--- src/rtl/event_tone_player.sv ---
// Event-to-tone generator: any edge on an event level plays a square-wave tone
// for `duration_i` cycles at that event's programmed half-period.
// Optional macro SOUND_DOUBLE_BEEP_EN adds a silent gap and a second beep
// after each tone.
module event_tone_player #(
    parameter int unsigned N_EVENTS = 4,
    parameter int unsigned DIV_W    = 18,
    parameter int unsigned DUR_W    = 27,
    parameter int unsigned IDX_W    = 4
) (
    input  logic                      clk,
    input  logic                      rst_n,
    input  logic                      enable_i,
    input  logic [N_EVENTS-1:0]       ev_level_i,
    input  logic [N_EVENTS*DIV_W-1:0] half_period_i,
    input  logic [DUR_W-1:0]          duration_i,
    output logic                      speaker_o,
    output logic                      busy_o,
    output logic [IDX_W-1:0]          active_ev_o
);

`ifdef SOUND_DOUBLE_BEEP_EN
    typedef enum logic [1:0] {StIdle, StPlay, StGap, StPlay2} state_e;
`else
    typedef enum logic [0:0] {StIdle, StPlay} state_e;
`endif

    state_e               state_q, state_d;
    logic [N_EVENTS-1:0]  sync1_q, sync2_q, prev_q;
    logic [1:0]           warm_q;
    logic [DIV_W-1:0]     hp_q, hp_d;
    logic [DIV_W-1:0]     tone_q, tone_d;
    logic [DUR_W-1:0]     dur_q, dur_d;
    logic                 spk_q, spk_d;
    logic [IDX_W-1:0]     idx_q, idx_d;

    logic [N_EVENTS-1:0]  change;
    logic                 trig;
    logic [IDX_W-1:0]     trig_idx;
    logic [DIV_W-1:0]     trig_hp;
    logic [DUR_W:0]       dur_p1;
    logic                 dur_end;
    logic [DUR_W-1:0]     dur_inc;
    logic [DIV_W-1:0]     tone_nxt;
    logic                 spk_nxt;

    // Input synchroniser, edge-detect history and post-reset warm-up counter.
    always_ff @(posedge clk or negedge rst_n) begin
        if (!rst_n) begin
            sync1_q <= '0;
            sync2_q <= '0;
            prev_q  <= '0;
            warm_q  <= '0;
        end else begin
            sync1_q <= ev_level_i;
            sync2_q <= sync1_q;
            prev_q  <= sync2_q;
            if (warm_q != 2'd3) warm_q <= warm_q + 2'd1;
        end
    end

    // Edge detect, gated off until the synchroniser has settled after reset.
    assign change = (warm_q == 2'd3) ? (sync2_q ^ prev_q) : '0;
    assign trig   = enable_i && (duration_i != '0) && (|change);

    // Lowest set change bit wins; scanning downwards lets the lowest overwrite.
    always_comb begin
        trig_idx = '0;
        trig_hp  = '0;
        for (int i = N_EVENTS - 1; i >= 0; i--) begin
            if (change[i]) begin
                trig_idx = IDX_W'(i);
                trig_hp  = half_period_i[i*DIV_W +: DIV_W];
            end
        end
    end

    // Duration compare is done one bit wider so a live-lowered duration still ends play.
    assign dur_p1  = {1'b0, dur_q} + (DUR_W + 1)'(1);
    assign dur_end = dur_p1 >= {1'b0, duration_i};
    assign dur_inc = dur_p1[DUR_W-1:0];

    // Square-wave step: toggle every hp_q cycles, silent when hp_q is zero.
    always_comb begin
        tone_nxt = tone_q + DIV_W'(1);
        spk_nxt  = spk_q;
        if (hp_q == '0) begin
            tone_nxt = '0;
            spk_nxt  = 1'b0;
        end else if (tone_q == hp_q - DIV_W'(1)) begin
            tone_nxt = '0;
            spk_nxt  = ~spk_q;
        end
    end

    // Next-state logic: enable abort, then (re)trigger, then per-state sequencing.
    always_comb begin
        state_d = state_q;
        hp_d    = hp_q;
        tone_d  = tone_q;
        dur_d   = dur_q;
        spk_d   = spk_q;
        idx_d   = idx_q;
        if (!enable_i) begin
            state_d = StIdle;
            spk_d   = 1'b0;
            tone_d  = '0;
            dur_d   = '0;
        end else if (trig) begin
            state_d = StPlay;
            idx_d   = trig_idx;
            hp_d    = trig_hp;
            tone_d  = '0;
            dur_d   = '0;
            spk_d   = 1'b0;
        end else begin
            unique case (state_q)
                StIdle: begin
                    spk_d = 1'b0;
                end
                StPlay: begin
                    if (dur_end) begin
`ifdef SOUND_DOUBLE_BEEP_EN
                        state_d = StGap;
`else
                        state_d = StIdle;
`endif
                        spk_d   = 1'b0;
                        tone_d  = '0;
                        dur_d   = '0;
                    end else begin
                        dur_d  = dur_inc;
                        tone_d = tone_nxt;
                        spk_d  = spk_nxt;
                    end
                end
`ifdef SOUND_DOUBLE_BEEP_EN
                StGap: begin
                    spk_d  = 1'b0;
                    tone_d = '0;
                    if (dur_end) begin
                        state_d = StPlay2;
                        dur_d   = '0;
                    end else begin
                        dur_d = dur_inc;
                    end
                end
                StPlay2: begin
                    if (dur_end) begin
                        state_d = StIdle;
                        spk_d   = 1'b0;
                        tone_d  = '0;
                        dur_d   = '0;
                    end else begin
                        dur_d  = dur_inc;
                        tone_d = tone_nxt;
                        spk_d  = spk_nxt;
                    end
                end
`endif
                default: begin
                    state_d = StIdle;
                end
            endcase
        end
    end

    // Playback state register.
    always_ff @(posedge clk or negedge rst_n) begin
        if (!rst_n) begin
            state_q <= StIdle;
            hp_q    <= '0;
            tone_q  <= '0;
            dur_q   <= '0;
            spk_q   <= 1'b0;
            idx_q   <= '0;
        end else begin
            state_q <= state_d;
            hp_q    <= hp_d;
            tone_q  <= tone_d;
            dur_q   <= dur_d;
            spk_q   <= spk_d;
            idx_q   <= idx_d;
        end
    end

    assign busy_o      = (state_q != StIdle);
    assign speaker_o   = spk_q;
    assign active_ev_o = idx_q;

endmodule

--- config.mk ---
export PLATFORM = sky130hd
export DESIGN_NAME = event_tone_player
export DESIGN_NICKNAME = d
export VERILOG_FILES = /design/src/rtl/event_tone_player.sv
export SDC_FILE = /design/constraint.sdc
export NUM_CORES = 1
export LEC_CHECK = 0
export ABC_AREA = 1
export BUFFER_PORTS_ARGS = -buffer_cell sky130_fd_sc_hd__buf_2
export CORE_MARGIN = 2
export CORE_UTILIZATION = 58
export DETAILED_ROUTE_END_ITERATION = 10
export PLACE_DENSITY = 0.8
export SLEW_MARGIN = 20
export SYNTH_ARGS = -nofsm -noshare
export SYNTH_HDL_FRONTEND = slang
export SYNTH_SLANG_ARGS = --single-unit
--- constraint.sdc ---
create_clock -name clk -period 3.6 [get_ports clk]
set_input_delay 0.72 -clock clk [delete_from_list [all_inputs] [get_ports clk]]
set_output_delay 0.72 -clock clk [all_outputs]
set_load 0.01 [all_outputs]
==> flow_metrics.tcl <==
set metrics [dict create \
    holdPathStages 0 \
    htreeDepth 3 \
    synth_seq_cells 81 \
    clkTransAtPathRegs_ns 0.09 \
    io_buffers 109 \
    cp_common_cell "nand2_1" \
    setup_viol 0 \
    clock_skew_ns 0.01529 \
    drc_errors 0 \
    first_global_vias 6012 \
    placed_cells 1172 \
    routed-via-count 6388 \
    core_sq_mm 0.01089 \
    totalWireLength_mm 16.28 \
    synthArstFlopShare_pct 100.0 \
    drv_cap 0 \
    slew_violations 0 \
    worst-path-max-fanout 17 \
    cts_buffers 9 \
    routedWlPerCell_um 13.71 \
    instances_no_fill 1188 \
    reg2reg_slack_ns 0.27 \
    grt_start_max_net_pins 62 \
    yosys.area.top_type "dfrtp_1" \
    hp-class "register to register" \
    multi_input_area_sq_mm 0.003875 \
    fmax_ghz 0.3007 \
    synth_top_area_share_pct 31.31 \
    die_area_sq_mm 0.01202 \
    period_share_pct 92.37 \
    rsz0062_at_grt "no" \
    hold_viol_final 0 \
    slew_headroom_pct 43.54 \
    ios 112 \
    clkSinkCount 81 \
    crit_end "dur_q[18]$_DFFE_PN0P_" \
    vias_per_cell 5.377 \
    synth.distinct_cells 46 \
    startpoint "dur_q[0]$_DFFE_PN0P_" \
    path_cells "ha_1 -> nand3_2 -> nor2_2 -> nand2_1 -> nor2_2 -> nand2_2 -> nor2_4 -> nand2_1 -> xor2_1 -> ha_1 -> nand2_1 -> o21ai_0 -> nand3_1 -> and3_1 -> nand4_2 -> clkinv_2 -> nand2_1 -> o21ai_0" \
    die_width_um 109.7 \
    cp_slowest_stage_delay_ns 0.42 \
    worstReg2RegStart "dur_q[0]$_DFFE_PN0P_" \
    p_total_mw 2.297 \
    synthCells 944 \
    start_util_pct 59.46 \
    antenna_found_initial 0 \
    ys_top_cells_by_count "267 x nand2_1, 106 x nor2_1, 104 x inv_1" \
    setup_tns_ns 0 \
    synth_edf_count 0 \
    crit_slowest_cell "dfrtp_1" \
    rows 38 \
    ys_warn_count 0 \
    final_antenna_net_count 0 \
    layout-drive-gt1-share_pct 18.42 \
    vdd_drop_max_mv 0.3591 \
    seq_area_sq_mm 0.002027 \
    areaGrowthSynthToFinish_pct 13.59 \
    synth_area_leaders "dfrtp_1 31%, nand2_1 15%, nor2_1 6.1%, inv_1 6.0%, ha_1 6.0%" \
    grt_overflow 0 \
    drtIter0Drc 497 \
    ctsHoldBuffers 0 \
    cts_tree "done" \
    post-cts-setup-buffers 0 \
    design_area_sq_mm 0.007353 \
    outcome "finished, final reports clean" \
    rr_endpoint "dur_q[18]$_DFFE_PN0P_" \
    r2r_cells 18 \
    period_needed_ns 3.325 \
    syn_area_sq_mm 0.006474 \
    gp_congestion 0.8912 \
    cp_data_arrival_time_ns 3.58 \
    cts_resized 0 \
    placed_area_sq_mm 0.007114 \
    worstSetupPathType "register to register" \
    p_leak_nw 3.816 \
    nNetsFinal 1180 \
    synth_flop_cell "dfrtp_1" \
    synthMostInstantiatedCell "nand2_1" \
    power_density_mw_per_mm2 312.4 \
    drtPass1Iterations 5 \
    synth-seq-area-share_pct 31.31 \
    grt_first_pass_wirelength_mm 27.50 \
    clock_latency_ns 0.39 \
    tightest_slew_ns 0.8445 \
    required_ns 3.85 \
    diodes 0 \
    nFillCells 974 \
    place_hpwl_mm 12.62 \
    cts.path.max_buffers 2 \
    grt_usage_pct 29.11 \
    die_h_um 109.7 \
    cts_root_buf "clkbuf_8" \
    cp-end-kind "register" \
    syn_avg_cell_area_sq_um 6.858 \
    startpoint_type "register" \
    fin_util_pct 67.54 \
]
[final cells by class]
type	instances	share of cell area, %
inverters	113	5.785
well taps	140	2.382
clock inverters	7	1.412
clock buffers	9	1.685
multi-input cells	719	52.70
flip-flops and latches	81	27.57
repair buffers	119	8.474
[metrics by stage]
| step | hold WS (ns) | worst slack, ns |
|---|---|---|
| final | 0.3546 | 0.2748 |
| after global routing | 0.3613 | 0.04169 |
| after CTS | 0.3572 | 0.2583 |
| after detailed placement | 0.3379 | 0.3458 |
| after global placement | 0.3327 | 0.5365 |
| after floorplan | 0.3312 | 0.7859 |
[cells by family (layout without fill, tap and decap cells)]
group           count (synthesis)  in the layout  synth area share, %
buf+inv                       145            248                9.122
flops                          81             81                31.31
fa+ha+maj                      31             31                5.991
other cells                     1              2              0.05793
mux                             7              7                1.082
simple gates                  541            541                37.92
compound gates                 96             96                8.717
xor+xnor                       42             42                5.798
[power breakdown]
part / total, mW / internal [mW] / leakage [nW] / switching (mW)
Sequential: 1.01 / 0.952 / 1.05 / 0.0549
Combinational: 0.520 / 0.194 / 2.66 / 0.326
Clock: 0.771 / 0.397 / 0.108 / 0.374
[state kept, by name, indices dropped and copies added, names as in the netlist, 2 cells and up]
signal / count
active_ev_o: 2
prev_q: 4
hp_q: 18
sync1_q: 4
sync2_q: 4
dur_q: 27
warm_q: 2
tone_q: 18
[per-layer routing]
metal | global-route usage [%] | routed length [um] | vias up
li1 | - | - | 3254
met1 | 40.15 | 7479 | 2915
met2 | 45.81 | 7463 | 200
met3 | 6.224 | 1098 | 19
met4 | 9.222 | 243 | 0
met5 | 0 | 0 | -
[how the worst min path moves through the flow]
stage                                     from                   end  slack, ns
after floorplan           sync1_q[0]$_DFF_PN0_  sync2_q[0]$_DFF_PN0_       0.33
after global placement    sync1_q[3]$_DFF_PN0_  sync2_q[3]$_DFF_PN0_       0.33
after detailed placement  sync1_q[3]$_DFF_PN0_  sync2_q[3]$_DFF_PN0_       0.34
after CTS                 sync1_q[3]$_DFF_PN0_  sync2_q[3]$_DFF_PN0_       0.36
after global routing      sync1_q[3]$_DFF_PN0_  sync2_q[3]$_DFF_PN0_       0.36
final                     sync1_q[2]$_DFF_PN0_  sync2_q[2]$_DFF_PN0_       0.35
[critical path: cells and delay by family, from the launching register on]
family,cells,cell delay [ns]
and+or+nand+nor,12,1.48
buffers and inverters,1,0.27
xor gates and xnor gates,1,0.19
adders and majority gates,2,0.52
AOI/OAI and AO/OA,2,0.30
DFF,1,0.42
[cells in the final DEF, fill, tap and decap left out, types with 3 or more instances in the layout]
master / synthesis / final
xor2_1: 32 / 32
nand2_1: 267 / 267
clkbuf_8: 1 / 9
buf_4: 3 / 11
or2_2: 3 / 3
ha_1: 31 / 31
nand3_1: 77 / 76
nand2_2: 9 / 9
nor2_1: 106 / 106
xnor2_1: 9 / 9
nor2_2: 8 / 8
dfrtp_1: 81 / 81
inv_2: 9 / 8
nor2_4: 7 / 7
nand3_2: 6 / 7
buf_2: 14 / 108
a31oi_1: 18 / 18
a21oi_1: 12 / 12
o21ai_0: 33 / 33
nor4_1: 12 / 12
mux2i_1: 7 / 7
nand4_1: 18 / 18
nor3_2: 4 / 6
o22ai_1: 18 / 18
inv_1: 104 / 104
nor3_1: 14 / 12
o21ai_1: 6 / 6
Note: power is estimated with default switching activity, not from simulation.
